[config.mk]
export PLATFORM = sky130hd
export DESIGN_NAME = decoder_7_segment
export DESIGN_NICKNAME = d
export VERILOG_FILES = /design/src/rtl/seg7_pkg.sv /design/src/rtl/hex_to_seg7.sv /design/src/rtl/decoder_7_segment.sv
export SDC_FILE = /design/constraint.sdc
export NUM_CORES = 1
export LEC_CHECK = 0
export BUFFER_PORTS_ARGS = -buffer_cell sky130_fd_sc_hd__buf_2
export CORE_AREA = 10 10 47 49
export CTS_CLUSTER_DIAMETER = 200
export DETAILED_ROUTE_END_ITERATION = 12
export DIE_AREA = 0 0 57 59
export PLACE_DENSITY = 0.59
export SKIP_LAST_GASP = 1
export SYNTH_ARGS = -nofsm -noshare
export SYNTH_HDL_FRONTEND = slang
export SYNTH_SLANG_ARGS = --single-unit
[constraint.sdc]
create_clock -name clk -period 0.8 [get_ports clk]
set_input_delay 0 -clock clk [delete_from_list [all_inputs] [get_ports clk]]
set_output_delay 0 -clock clk [all_outputs]
set_load 0.005 [all_outputs]
[src/rtl/seg7_pkg.sv]
// seg7_pkg: shared seven-segment constants and active-high glyph table
package seg7_pkg;
  localparam int SEG_A = 0;
  localparam int SEG_B = 1;
  localparam int SEG_C = 2;
  localparam int SEG_D = 3;
  localparam int SEG_E = 4;
  localparam int SEG_F = 5;
  localparam int SEG_G = 6;
  localparam logic [6:0] SEG_BLANK_AH = 7'h00;
  localparam logic [6:0] SEG7_GLYPH [16] = '{
    7'h3F, 7'h06, 7'h5B, 7'h4F, 7'h66, 7'h6D, 7'h7D, 7'h07,
    7'h7F, 7'h6F, 7'h77, 7'h7C, 7'h39, 7'h5E, 7'h79, 7'h71
  };
endpackage

[src/rtl/hex_to_seg7.sv]
// hex_to_seg7: combinational nibble to active-high segment pattern (bit 0 = a)
module hex_to_seg7
  import seg7_pkg::*;
(
  input  logic [3:0] nibble_i,
  output logic [6:0] seg_o
);
  // Direct table lookup; an X nibble yields X segments rather than a masked glyph
  always_comb seg_o = SEG7_GLYPH[nibble_i];
endmodule

[src/rtl/decoder_7_segment.sv]
// decoder_7_segment: registered hex-to-seven-segment decoder with polarity select
module decoder_7_segment
  import seg7_pkg::*;
#(
  parameter bit ACTIVE_LOW = 1'b1
) (
  input  logic       clk,
  input  logic       rst,
  input  logic [3:0] char,
  output logic [6:0] LED
);
  localparam logic [6:0] BLANK = ACTIVE_LOW ? ~SEG_BLANK_AH : SEG_BLANK_AH;
  logic [6:0] seg_ah;
  logic [6:0] led_d;
  logic [6:0] led_q;
  hex_to_seg7 u_lut (
    .nibble_i(char),
    .seg_o   (seg_ah)
  );
  // Apply board polarity before the flop so the pins see only registered levels
  always_comb led_d = ACTIVE_LOW ? ~seg_ah : seg_ah;
  // Output register; reset blanks the digit immediately
  always_ff @(posedge clk or posedge rst)
    if (rst) led_q <= BLANK;
    else led_q <= led_d;
  assign LED = led_q;
endmodule

==> impl_metrics.toml <==
[sta]
unrepaired_setup_endpoints_after_global_routing = "yes"
timing.fmax_mhz = 1160
timing.final.setup_violations = 7
finalCriticalPeriod_ns = 0.859
timing_worst_slew_pin_value_ns = 0.259
maxSlewViolCount = 0
timing.final.ws_setup_ns = -0.0587
timing.final.crit_share = 1.07
report.final.hold_viol_count = 0
relSlewSlack = 0.827

[power]
vdd.ir_drop.worst_uv = 466
power.leakage_nw = 0.332
clkPwrFrac = 0.313
switching_share = 0.246
power.sequential.fraction = 0.419
pwr_density_cell_nw_per_um2 = 1430
design_power_total_w = 0.00101
pwr-share-comb = 0.268
p_switching_w = 0.000247
p_int_w = 0.000759

[clocking]
clk_pin_slew_worst_paths_ns = 0.05
cts.sink_count = 7
clockRootBuffer = "sky130_fd_sc_hd__clkbuf_4"
cts-buffers-inserted = 3
cts_max_level = 1
cts.repair_timing.setup_buffer_count = 0
clock_tree.buffer_depth = 2
cts_tree = "done"

[critical_path]
crit_path_largest_cell_delay_ns = 0.52
cp_num_buf_inv = 1
worst-setup-path-type = "reg -> out"
crit_end_category = "primary output"
critPathRequiredTime_ns = 0.80
crit_slowest_cell = "sky130_fd_sc_hd__dfstp_2"
arrival_time_at_the_worst_endpoint_ns = 0.86
cp_top_family = "flip-flops"
path_cells = "buf_6"
timing.critical_path.fanout_max = 1
timing.critical_path.from_type = "flop"

[min_path]
hold_depth = 2
holdCritPathClass = "in -> reg"
end_point_of_the_worst_hold_path = "LED[0]$_DFF_PP1_"
hold_path.startpoint = "char[2]"

[yosys]
yosys_register_bits = 7
yosysSeqAreaShare = 0.418
netlist_area_um2 = 440
avgSynthCellArea_um2 = 11.3
netlist_instances = 39
yosys.cell_types.count = 18
synthesis.nets = 51
yosys_warnings = 0

[route]
drcViolationCount = 0
routed-via-count = 352
drtAntennaViolNets = 0
drtPass1Iterations = 4
route.met2.wl_um = 422
detail_route.wl_per_cell_um = 11.3
max_layer_used = "met4"
first_iter_violations = 1
met3WireLength_um = 122
viasPerCell = 4.40
detail_route.wirelength.met1_um = 327
detail_route.wirelength_um = 903

[floorplanning]
die_height_um = 59
fp-row-count = 14
design.portCount = 13
initial_core_util = 0.314
floorplan.core_area_um2 = 1400
fp.dieW_um = 57
fp.dieArea_um2 = 3360

[global_route]
largest_net_degree_at_the_start_of_global_routing = 12
first_global_vias = 370
grt_first_pass_wirelength_um = 1560
track_usage = 0.0601
grt_overflow_total = 0
grt_antenna_before_repair = 0

[cells_and_area]
flip_flop_count_of_the_largest_register_after_layout = 7
nFillCells = 138
number_of_nets_in_the_final_layout = 77
syn_to_final_growth_pct = 60.2
postLayoutCellArea_um2 = 706
layout_commonest_cell = "sky130_fd_sc_hd__buf_4"
drive_gt1_frac = 0.609
final_cell_mix = "sky130_fd_sc_hd__buf_4 (11), sky130_fd_sc_hd__dfstp_2 (7), sky130_fd_sc_hd__buf_6 (7)"
diodes = 0

[placement]
dp_hpwl_um = 786
dp_area_um2 = 608
io_buffers = 12
finalWeightedCongestion = 0.776

[flow_run]
max_cap_viol_count = 0

[status]
failed_checks = "setup timing"
outcome = "complete, but fails checks"
==> routing by layer <==
metal	GRT usage	vias to the layer above
li1	-	181
met1	0.0522	154
met2	0.0930	13
met3	0.0343	4
met4	0.0638	0
met5	0	-
==> power by group through the flow <==
| stage | Combinational, W | Sequential [W] | Clock [W] |
|---|---|---|---|
| 2_1_floorplan | 0.000113 | 0.000425 | 0 |
| 3_3_place_gp | 0.000225 | 0.000418 | 0 |
| 3_5_place_dp | 0.000228 | 0.000419 | 0 |
| 4_1_cts | 0.000254 | 0.000420 | 0.000328 |
| 5_1_grt | 0.000298 | 0.000424 | 0.000340 |
| 6_report | 0.000269 | 0.000422 | 0.000315 |
==> worst max-delay path by stage <==
stage	startpoint	endpoint	slack [ns]	cells after the start
after floorplan	char[0]	LED[3]$_DFF_PP1_	-0.008	4
after global routing	LED[3]$_DFF_PP1_	LED[3]	-0.08	1
after detailed placement	char[0]	LED[0]$_DFF_PP1_	-0.27	5
final	LED[3]$_DFF_PP1_	LED[3]	-0.06	1
after global placement	char[1]	LED[0]$_DFF_PP1_	-0.28	6
after CTS	LED[3]$_DFF_PP1_	LED[3]	-0.08	1
==> synth_stat cells <==
library cell	number	area, um2
sky130_fd_sc_hd__a22o_1	2	17.5
sky130_fd_sc_hd__a31oi_1	1	6.26
sky130_fd_sc_hd__a32o_1	1	10.0
sky130_fd_sc_hd__buf_2	1	5.00
sky130_fd_sc_hd__buf_6	1	11.3
sky130_fd_sc_hd__dfstp_2	7	184
sky130_fd_sc_hd__ha_1	6	75.1
sky130_fd_sc_hd__inv_1	4	15.0
sky130_fd_sc_hd__mux2i_1	2	20.0
sky130_fd_sc_hd__mux4_1	1	26.3
sky130_fd_sc_hd__nand2_1	3	11.3
sky130_fd_sc_hd__nand2b_1	1	6.26
sky130_fd_sc_hd__nor2_1	3	11.3
sky130_fd_sc_hd__nor2_2	1	6.26
sky130_fd_sc_hd__nor2b_1	2	12.5
sky130_fd_sc_hd__o21ai_1	1	5.00
sky130_fd_sc_hd__o32ai_1	1	8.76
sky130_fd_sc_hd__or3b_1	1	8.76
==> cell families (layout without fill, tap and decap cells) <==
group	count (synthesis)	count (layout)	share of synthesized area
compound gates	6	6	0.108
fa+ha+maj	6	6	0.170
buf+inv	6	31	0.0710
flops	7	7	0.418
mux	3	3	0.105
simple gates	11	11	0.128
==> through the flow <==
stage                      util  worst slack, ns  hold WS, ns  instances  TNS (ns)
after global routing      0.504          -0.0819       0.0702         80    -0.521
after CTS                 0.479          -0.0771       0.0339         80    -0.476
after detailed placement  0.434           -0.272        0.175         75     -1.12
final                     0.504          -0.0587       0.0388         80    -0.372
after global placement    0.434           -0.280        0.159         75     -1.07
after floorplan               -         -0.00793       0.0209         39  -0.00793
==> what timing repair did <==
action / CTS / global route
hold endpoints to repair: 7 / 0
endpoints found under the setup margin: 8 / 9
hold buffers: 1 / 0
gates resized for setup: 5 / 7
==> area by class of cell <==
type / instances / area (um2) / area share
well taps: 16 / 20.0 / 0.0284
multi-input cells: 26 / 246 / 0.349
flip-flops and latches: 7 / 184 / 0.261
inverters: 4 / 35.0 / 0.0496
clock buffers: 4 / 26.3 / 0.0372
repair buffers: 23 / 194 / 0.275
Note: power is estimated with default switching activity, not from simulation.
